**src/rtl/bridge_arbiter_if.sv**
```systemverilog
// Signal bundle between the two requesters, the bridge arbiter and the bridge.
// The arbiter uses the slave modport; the requesters and bridge side use master.
interface bridge_arbiter_if #(
  parameter int ADDR_W = 8,
  parameter int DATA_W = 64
);
  logic              req0_valid;
  logic              req0_r_wb;
  logic [ADDR_W-1:0] req0_addr;
  logic [DATA_W-1:0] req0_data_w;
  logic              req0_ready;
  logic              rsp0_valid;

  logic              req1_valid;
  logic              req1_r_wb;
  logic [ADDR_W-1:0] req1_addr;
  logic [DATA_W-1:0] req1_data_w;
  logic              req1_ready;
  logic              rsp1_valid;

  logic [DATA_W-1:0] rsp_data_r;
  logic              rsp_err;

  logic              C_in_valid;
  logic              C_r_wb;
  logic [ADDR_W-1:0] C_addr;
  logic [DATA_W-1:0] C_data_w;
  logic              C_out_valid;
  logic [DATA_W-1:0] C_data_r;

  logic              busy;

  modport slave (
    input  req0_valid, req0_r_wb, req0_addr, req0_data_w,
    input  req1_valid, req1_r_wb, req1_addr, req1_data_w,
    input  C_out_valid, C_data_r,
    output req0_ready, rsp0_valid, req1_ready, rsp1_valid,
    output rsp_data_r, rsp_err,
    output C_in_valid, C_r_wb, C_addr, C_data_w,
    output busy
  );

  modport master (
    output req0_valid, req0_r_wb, req0_addr, req0_data_w,
    output req1_valid, req1_r_wb, req1_addr, req1_data_w,
    output C_out_valid, C_data_r,
    input  req0_ready, rsp0_valid, req1_ready, rsp1_valid,
    input  rsp_data_r, rsp_err,
    input  C_in_valid, C_r_wb, C_addr, C_data_w,
    input  busy
  );
endinterface

```
**src/rtl/bridge_arbiter.sv**
```systemverilog
// Round-robin arbiter sharing one bridge port between two requesters.
// One transaction in flight at a time, with a response watchdog in WAIT.
module bridge_arbiter #(
  parameter int ADDR_W  = 8,
  parameter int DATA_W  = 64,
  parameter int TMO_CYC = 1023
) (
  input  logic          clk,
  input  logic          rst_n,
  bridge_arbiter_if.slave bus
);

  localparam int TW = $clog2(TMO_CYC + 1);
  localparam logic [TW-1:0] TMO_LAST = TW'(TMO_CYC - 1);

  typedef enum logic [1:0] {
    S_IDLE,
    S_ISSUE,
    S_WAIT,
    S_RESP
  } state_t;

  state_t            r_state;
  state_t            w_next;

  logic              r_owner;
  logic              r_rr_last;
  logic              r_rwb;
  logic [ADDR_W-1:0] r_addr;
  logic [DATA_W-1:0] r_data_w;
  logic [TW-1:0]     r_timer;
  logic [DATA_W-1:0] r_rdata;
  logic              r_err;

  logic              w_any;
  logic              w_grant;
  logic              w_timeout;
  logic              w_ready0;
  logic              w_ready1;
  logic              w_cin;
  logic              w_rsp0;
  logic              w_rsp1;

  assign w_any     = bus.req0_valid | bus.req1_valid;
  // On a tie the port that did not win last time is served.
  assign w_grant   = (bus.req0_valid & bus.req1_valid) ? ~r_rr_last : bus.req1_valid;
  assign w_timeout = (r_timer == TMO_LAST);

  always_comb begin
    w_next   = r_state;
    w_ready0 = 1'b0;
    w_ready1 = 1'b0;
    w_cin    = 1'b0;
    w_rsp0   = 1'b0;
    w_rsp1   = 1'b0;
    case (r_state)
      S_IDLE: begin
        if (w_any) begin
          w_ready0 = ~w_grant;
          w_ready1 = w_grant;
          w_next   = S_ISSUE;
        end
      end
      S_ISSUE: begin
        w_cin  = 1'b1;
        w_next = S_WAIT;
      end
      S_WAIT: begin
        if (bus.C_out_valid || w_timeout) begin
          w_next = S_RESP;
        end
      end
      S_RESP: begin
        w_rsp0 = ~r_owner;
        w_rsp1 = r_owner;
        w_next = S_IDLE;
      end
      default: w_next = S_IDLE;
    endcase
  end

  always_ff @(posedge clk or negedge rst_n) begin
    if (!rst_n) begin
      r_state <= S_IDLE;
    end else begin
      r_state <= w_next;
    end
  end

  always_ff @(posedge clk or negedge rst_n) begin
    if (!rst_n) begin
      r_owner   <= 1'b0;
      r_rr_last <= 1'b1;
      r_rwb     <= 1'b0;
      r_addr    <= '0;
      r_data_w  <= '0;
      r_timer   <= '0;
      r_rdata   <= '0;
      r_err     <= 1'b0;
    end else begin
      case (r_state)
        S_IDLE: begin
          if (w_any) begin
            r_owner   <= w_grant;
            r_rr_last <= w_grant;
            r_rwb     <= w_grant ? bus.req1_r_wb   : bus.req0_r_wb;
            r_addr    <= w_grant ? bus.req1_addr   : bus.req0_addr;
            r_data_w  <= w_grant ? bus.req1_data_w : bus.req0_data_w;
          end
        end
        S_ISSUE: begin
          r_timer <= '0;
        end
        S_WAIT: begin
          // Completion takes priority over a coincident timeout.
          if (bus.C_out_valid) begin
            r_rdata <= bus.C_data_r;
            r_err   <= 1'b0;
          end else if (w_timeout) begin
            r_rdata <= '0;
            r_err   <= 1'b1;
          end else begin
            r_timer <= r_timer + TW'(1);
          end
        end
        default: ;
      endcase
    end
  end

  assign bus.req0_ready = w_ready0;
  assign bus.req1_ready = w_ready1;
  assign bus.rsp0_valid = w_rsp0;
  assign bus.rsp1_valid = w_rsp1;
  assign bus.rsp_data_r = r_rdata;
  assign bus.rsp_err    = r_err;
  assign bus.C_in_valid = w_cin;
  assign bus.C_r_wb     = r_rwb;
  assign bus.C_addr     = r_addr;
  assign bus.C_data_w   = r_data_w;
  assign bus.busy       = (r_state != S_IDLE);

endmodule

```
**src/flat_wrapper.sv**
```systemverilog
// flat-port wrapper written by rule: the top's interface ports become plain ports
module bridge_arbiter_flat 
#(
  parameter int ADDR_W  = 8,
  parameter int DATA_W  = 64,
  parameter int TMO_CYC = 1023
)
  (clk, rst_n, bus_req0_valid, bus_req0_r_wb, bus_req0_addr, bus_req0_data_w, bus_req1_valid, bus_req1_r_wb, bus_req1_addr, bus_req1_data_w, bus_C_out_valid, bus_C_data_r, bus_req0_ready, bus_rsp0_valid, bus_req1_ready, bus_rsp1_valid, bus_rsp_data_r, bus_rsp_err, bus_C_in_valid, bus_C_r_wb, bus_C_addr, bus_C_data_w, bus_busy);
  bridge_arbiter_if #(.ADDR_W(ADDR_W), .DATA_W(DATA_W)) bus_i ();
  input  logic clk;
  input  logic rst_n;
  input wire logic [$bits(bus_i.req0_valid)-1:0] bus_req0_valid;
  input wire logic [$bits(bus_i.req0_r_wb)-1:0] bus_req0_r_wb;
  input wire logic [$bits(bus_i.req0_addr)-1:0] bus_req0_addr;
  input wire logic [$bits(bus_i.req0_data_w)-1:0] bus_req0_data_w;
  input wire logic [$bits(bus_i.req1_valid)-1:0] bus_req1_valid;
  input wire logic [$bits(bus_i.req1_r_wb)-1:0] bus_req1_r_wb;
  input wire logic [$bits(bus_i.req1_addr)-1:0] bus_req1_addr;
  input wire logic [$bits(bus_i.req1_data_w)-1:0] bus_req1_data_w;
  input wire logic [$bits(bus_i.C_out_valid)-1:0] bus_C_out_valid;
  input wire logic [$bits(bus_i.C_data_r)-1:0] bus_C_data_r;
  output wire logic [$bits(bus_i.req0_ready)-1:0] bus_req0_ready;
  output wire logic [$bits(bus_i.rsp0_valid)-1:0] bus_rsp0_valid;
  output wire logic [$bits(bus_i.req1_ready)-1:0] bus_req1_ready;
  output wire logic [$bits(bus_i.rsp1_valid)-1:0] bus_rsp1_valid;
  output wire logic [$bits(bus_i.rsp_data_r)-1:0] bus_rsp_data_r;
  output wire logic [$bits(bus_i.rsp_err)-1:0] bus_rsp_err;
  output wire logic [$bits(bus_i.C_in_valid)-1:0] bus_C_in_valid;
  output wire logic [$bits(bus_i.C_r_wb)-1:0] bus_C_r_wb;
  output wire logic [$bits(bus_i.C_addr)-1:0] bus_C_addr;
  output wire logic [$bits(bus_i.C_data_w)-1:0] bus_C_data_w;
  output wire logic [$bits(bus_i.busy)-1:0] bus_busy;
  assign bus_i.req0_valid = bus_req0_valid;
  assign bus_i.req0_r_wb = bus_req0_r_wb;
  assign bus_i.req0_addr = bus_req0_addr;
  assign bus_i.req0_data_w = bus_req0_data_w;
  assign bus_i.req1_valid = bus_req1_valid;
  assign bus_i.req1_r_wb = bus_req1_r_wb;
  assign bus_i.req1_addr = bus_req1_addr;
  assign bus_i.req1_data_w = bus_req1_data_w;
  assign bus_i.C_out_valid = bus_C_out_valid;
  assign bus_i.C_data_r = bus_C_data_r;
  assign bus_req0_ready = bus_i.req0_ready;
  assign bus_rsp0_valid = bus_i.rsp0_valid;
  assign bus_req1_ready = bus_i.req1_ready;
  assign bus_rsp1_valid = bus_i.rsp1_valid;
  assign bus_rsp_data_r = bus_i.rsp_data_r;
  assign bus_rsp_err = bus_i.rsp_err;
  assign bus_C_in_valid = bus_i.C_in_valid;
  assign bus_C_r_wb = bus_i.C_r_wb;
  assign bus_C_addr = bus_i.C_addr;
  assign bus_C_data_w = bus_i.C_data_w;
  assign bus_busy = bus_i.busy;
  bridge_arbiter #(.ADDR_W(ADDR_W), .DATA_W(DATA_W), .TMO_CYC(TMO_CYC)) u_core (.clk(clk), .rst_n(rst_n), .bus(bus_i));
endmodule
```
**config.mk**
```make
export PLATFORM = sky130hd
export DESIGN_NAME = bridge_arbiter_flat
export DESIGN_NICKNAME = d
export VERILOG_FILES = /design/src/rtl/bridge_arbiter_if.sv /design/src/rtl/bridge_arbiter.sv /design/src/flat_wrapper.sv
export SDC_FILE = /design/constraint.sdc
export NUM_CORES = 1
export LEC_CHECK = 0
export CORE_AREA = 2 2 141 143
export CTS_CLUSTER_DIAMETER = 200
export DETAILED_ROUTE_END_ITERATION = 12
export DIE_AREA = 0 0 143 145
export PLACE_DENSITY = 0.7
export SYNTH_ARGS = -nofsm -noshare
export SYNTH_HDL_FRONTEND = slang
export SYNTH_SLANG_ARGS = --single-unit
export TNS_END_PERCENT = 100
```
**constraint.sdc**
```tcl
create_clock -name clk -period 5.45 [get_ports clk]
set_input_delay 0.545 -clock clk [delete_from_list [all_inputs] [get_ports clk]]
set_output_delay 0.545 -clock clk [all_outputs]
set_load 0.02 [all_outputs]
```
==> results.md <==
- Status: complete, no violations
- CP top delay family: buffers and inverters
- Die W: 143 um
- Port Buffer Count: around 360
- Final setup violation count: 0
- Hold Buf Count CTS: 0
- Skew-Pair Late Insertion Delay: 0.42 ns
- Clock Tree Buf Depth: 2
- GP Congestion: about 0.81
- Cell mode on critical path: clkdlybuf4s50_1
- Kind of end point of the critical path: output port
- Detailed Route Iter0 Violations: 570
- Worst path max stage delay: 0.62 ns
- Syn Nets: 697
- Post-CTS setup buffers: 0
- Area after DPL: between 9000 and 10000 um2
- Via count: 5425
- Root Buffer Master: clkbuf_16
- Final Cell Area: about 10000 um2
- H-Tree Depth: 4
- Total Wirelength: 21000 um
- WP data required: 4.91 ns
- Placed wire-length estimate: 14700 um
- Syn-to-layout area delta: 70.6%
- Grt total ovfl: 0
- Syn. warnings: 0
- Setup TNS: 0 ns
- Min Tclk post-route: 2.86 ns
- Worst vdd ir: 0.307 mV
- CP Buf/Inv Count: 2
- Total GRT Usage: 20.4%
- Final Hold Vio Count: 0
- Die Y: 145 um
- Crit path DAT: ~2.3 ns
- Fillers: 1673
- CTS tree: yes
- Syn_area_per_cell: 12.9 um2
- Antenna violations before repair: 0
- Pwr/cell area: 580 nW/um2
- Post-CTS sizing: 0
- Hold Path Class: primary input to asynchronous set/reset pin
- Cells after Synth: 475
- DR WL/cell: 19.2 um
- Number of buffers created by CTS: 17
- Largest net degree at the start of global routing: approximately 100
- IO Count: 359
- Vias per cell: 4.95
- Setup CP Type: primary input to output port
- Initial core utilization: roughly a third
- Critical-path top delay cell: clkdlybuf4s50_1
- NumNets Final: between 1000 and 1500
- Placeable Area: 19200 um2
- Final Util: 54.4%
- Flop2flop setup slack: 3.27 ns
- Static Leak: 4.73 nW
- Worst-path cell chain: clkdlybuf4s50_1, a21boi_2, and2_2, clkdlybuf4s50_1
- Worst Clk Skew: 0.0107 ns
- First-pass GRT wire length: 32600 um
- DRC: 0
- Die ar.: 20700 um2
- Inserted Diodes: 0
- Reg clk slew, reported paths: approximately 0.070 ns
- Pre-antenna DRT Iters: 8
- Netlist cell types: 36
- Max Slew Vio Count: 0
- Most frequent cells in the layout: clkdlybuf4s50_1 (357), dfrtp_1 (151), inv_1 (77)
- Highest clock rate: 349 MHz
- CP startpoint kind: primary input
- CTS Sinks: 152
- Rows: 51
- Synthesized area: 6120 um2
- Layout cells sized above 1: ~5.8%
- Crit Path Max Fanout: 5
- Max Cap Viol: 0
- Max-slew headroom: 35.4%
- Register area share after synthesis: 62.2%
- Least-Margin Pin Slew: 0.968 ns
- Worst hold slack: 0.231 ns
- RSZ-0062 raised after global routing: no
- Post-route ant nets: 0
- Vias in the first global route: 5796
- Most common cell after layout, fill and taps aside: clkdlybuf4s50_1
- Seq cells post-synth: 152
- Final period utilization: 52.5%
cells in the mapped netlist, drive strengths merged:
| cell | n | area share (%) |
|---|---|---|
| buf | 22 | 2.3 |
| o32a | 1 | 0.16 |
| inv | 77 | 4.7 |
| nand2b | 1 | 0.10 |
| clkbuf | 16 | 0.98 |
| dfrtp | 151 | 62 |
| a21o | 2 | 0.25 |
| nand2 | 11 | 0.80 |
| a21boi | 2 | 0.31 |
| o21ai | 6 | 0.49 |
| nand3 | 5 | 0.41 |
| o211ai | 1 | 0.12 |
| nand4 | 4 | 0.65 |
| nor3 | 4 | 0.33 |
| and2 | 4 | 0.41 |
| a22o | 65 | 9.3 |
| and3 | 1 | 0.10 |
| ha | 7 | 1.4 |
| mux2 | 1 | 0.18 |
| and2b | 1 | 0.12 |
| nor2 | 5 | 0.31 |
| a21oi | 1 | 0.082 |
| o31ai | 3 | 0.82 |
| o31a | 1 | 0.14 |
| mux2i | 10 | 1.6 |
| or3 | 1 | 0.10 |
| nor2b | 1 | 0.10 |
| dfstp | 1 | 0.43 |
| a222oi | 70 | 11 |
area by class of cell:
type                       instances  area, um2  share of cell area, %
clock buffer                      19        453                   4.34
clock inverter                    13       96.3                  0.923
inverter                          77        289                   2.77
multi-input combinational        208       1850                   17.7
sequential                       152       3800                   36.4
tap                              265        332                   3.18
timing repair buffer             363       3620                   34.7
flip-flops by register name, indices dropped and copies added (netlist names):
| register | count |
|---|---|
| u_core.bus.C_data_w | 64 |
| u_core.bus.rsp_data_r | 64 |
| u_core.r_timer | 10 |
| u_core.bus.C_addr | 8 |
| u_core.r_state | 2 |
| u_core.bus.C_r_wb | 1 |
| u_core.bus.rsp_err | 1 |
| u_core.r_owner | 1 |
| u_core.r_rr_last | 1 |
final timing paths:
| path | start | endpoint | depth (start not counted) |
|---|---|---|---|
| worst max-delay path | bus_req1_valid | bus_req1_ready | 4 |
| worst min-delay path | rst_n | u_core.bus.C_addr[1]$_DFFE_PN0P_ | 1 |
| worst max register to register | u_core.r_timer[1]$_DFFE_PN0P_ | u_core.bus.rsp_data_r[44]$_DFFE_PN0P_ | 5 |
| worst min register to register | u_core.r_timer[7]$_DFFE_PN0P_ | u_core.r_timer[7]$_DFFE_PN0P_ | 1 |
| max in group asynchronous | rst_n | u_core.bus.rsp_data_r[54]$_DFFE_PN0P_ | 2 |
| min in group clk | u_core.r_timer[7]$_DFFE_PN0P_ | u_core.r_timer[7]$_DFFE_PN0P_ | 1 |
kinds of logic after synthesis:
family / after synthesis / share of synthesized area, %
AO/OA/AOI/OAI: 152 / 23.1
flip-flops: 152 / 62.2
buffers and inverters: 115 / 8.01
AND/OR/NAND/NOR: 38 / 3.44
multiplexers: 11 / 1.82
adder cells (fa/ha/maj): 7 / 1.43
through the flow:
step                cells  power [W]  worst slack, ns
floorplan             475    0.00349             3.40
global placement     1065    0.00493             2.58
detailed placement   1065    0.00496             2.57
CTS                  1097    0.00611             2.56
global route         1097    0.00640             2.46
finish               1097    0.00605             2.59
worst reg2reg max path, stage by stage, from the launching register on:
cell and delay [ns]:
dfrtp_1 0.49, ha_1 0.20, nand3_1 0.24, o31ai_4 0.34, nand2_4 0.42, a22o_1 0.38
layer usage:
| metal | global-route usage [%] | vias to the layer above | routed length [um] |
|---|---|---|---|
| met2 | 33.8 | 241 | 10800 |
| met5 | 0 | - | 0 |
| met3 | 7.16 | 34 | 1690 |
| met1 | 24.2 | 2656 | 8010 |
| met4 | 7.33 | 0 | 467 |
| li1 | - | 2494 | - |
power breakdown:
part	leakage (nW)	switching (W)	internal (W)	total, W
combinational	2.57	0.00150	0.00147	0.00297
clock	0.259	0.000501	0.000611	0.00111
sequential	1.90	0.000321	0.00165	0.00197
total	4.73	0.00232	0.00373	0.00605
(Power assumes the default switching activity.)
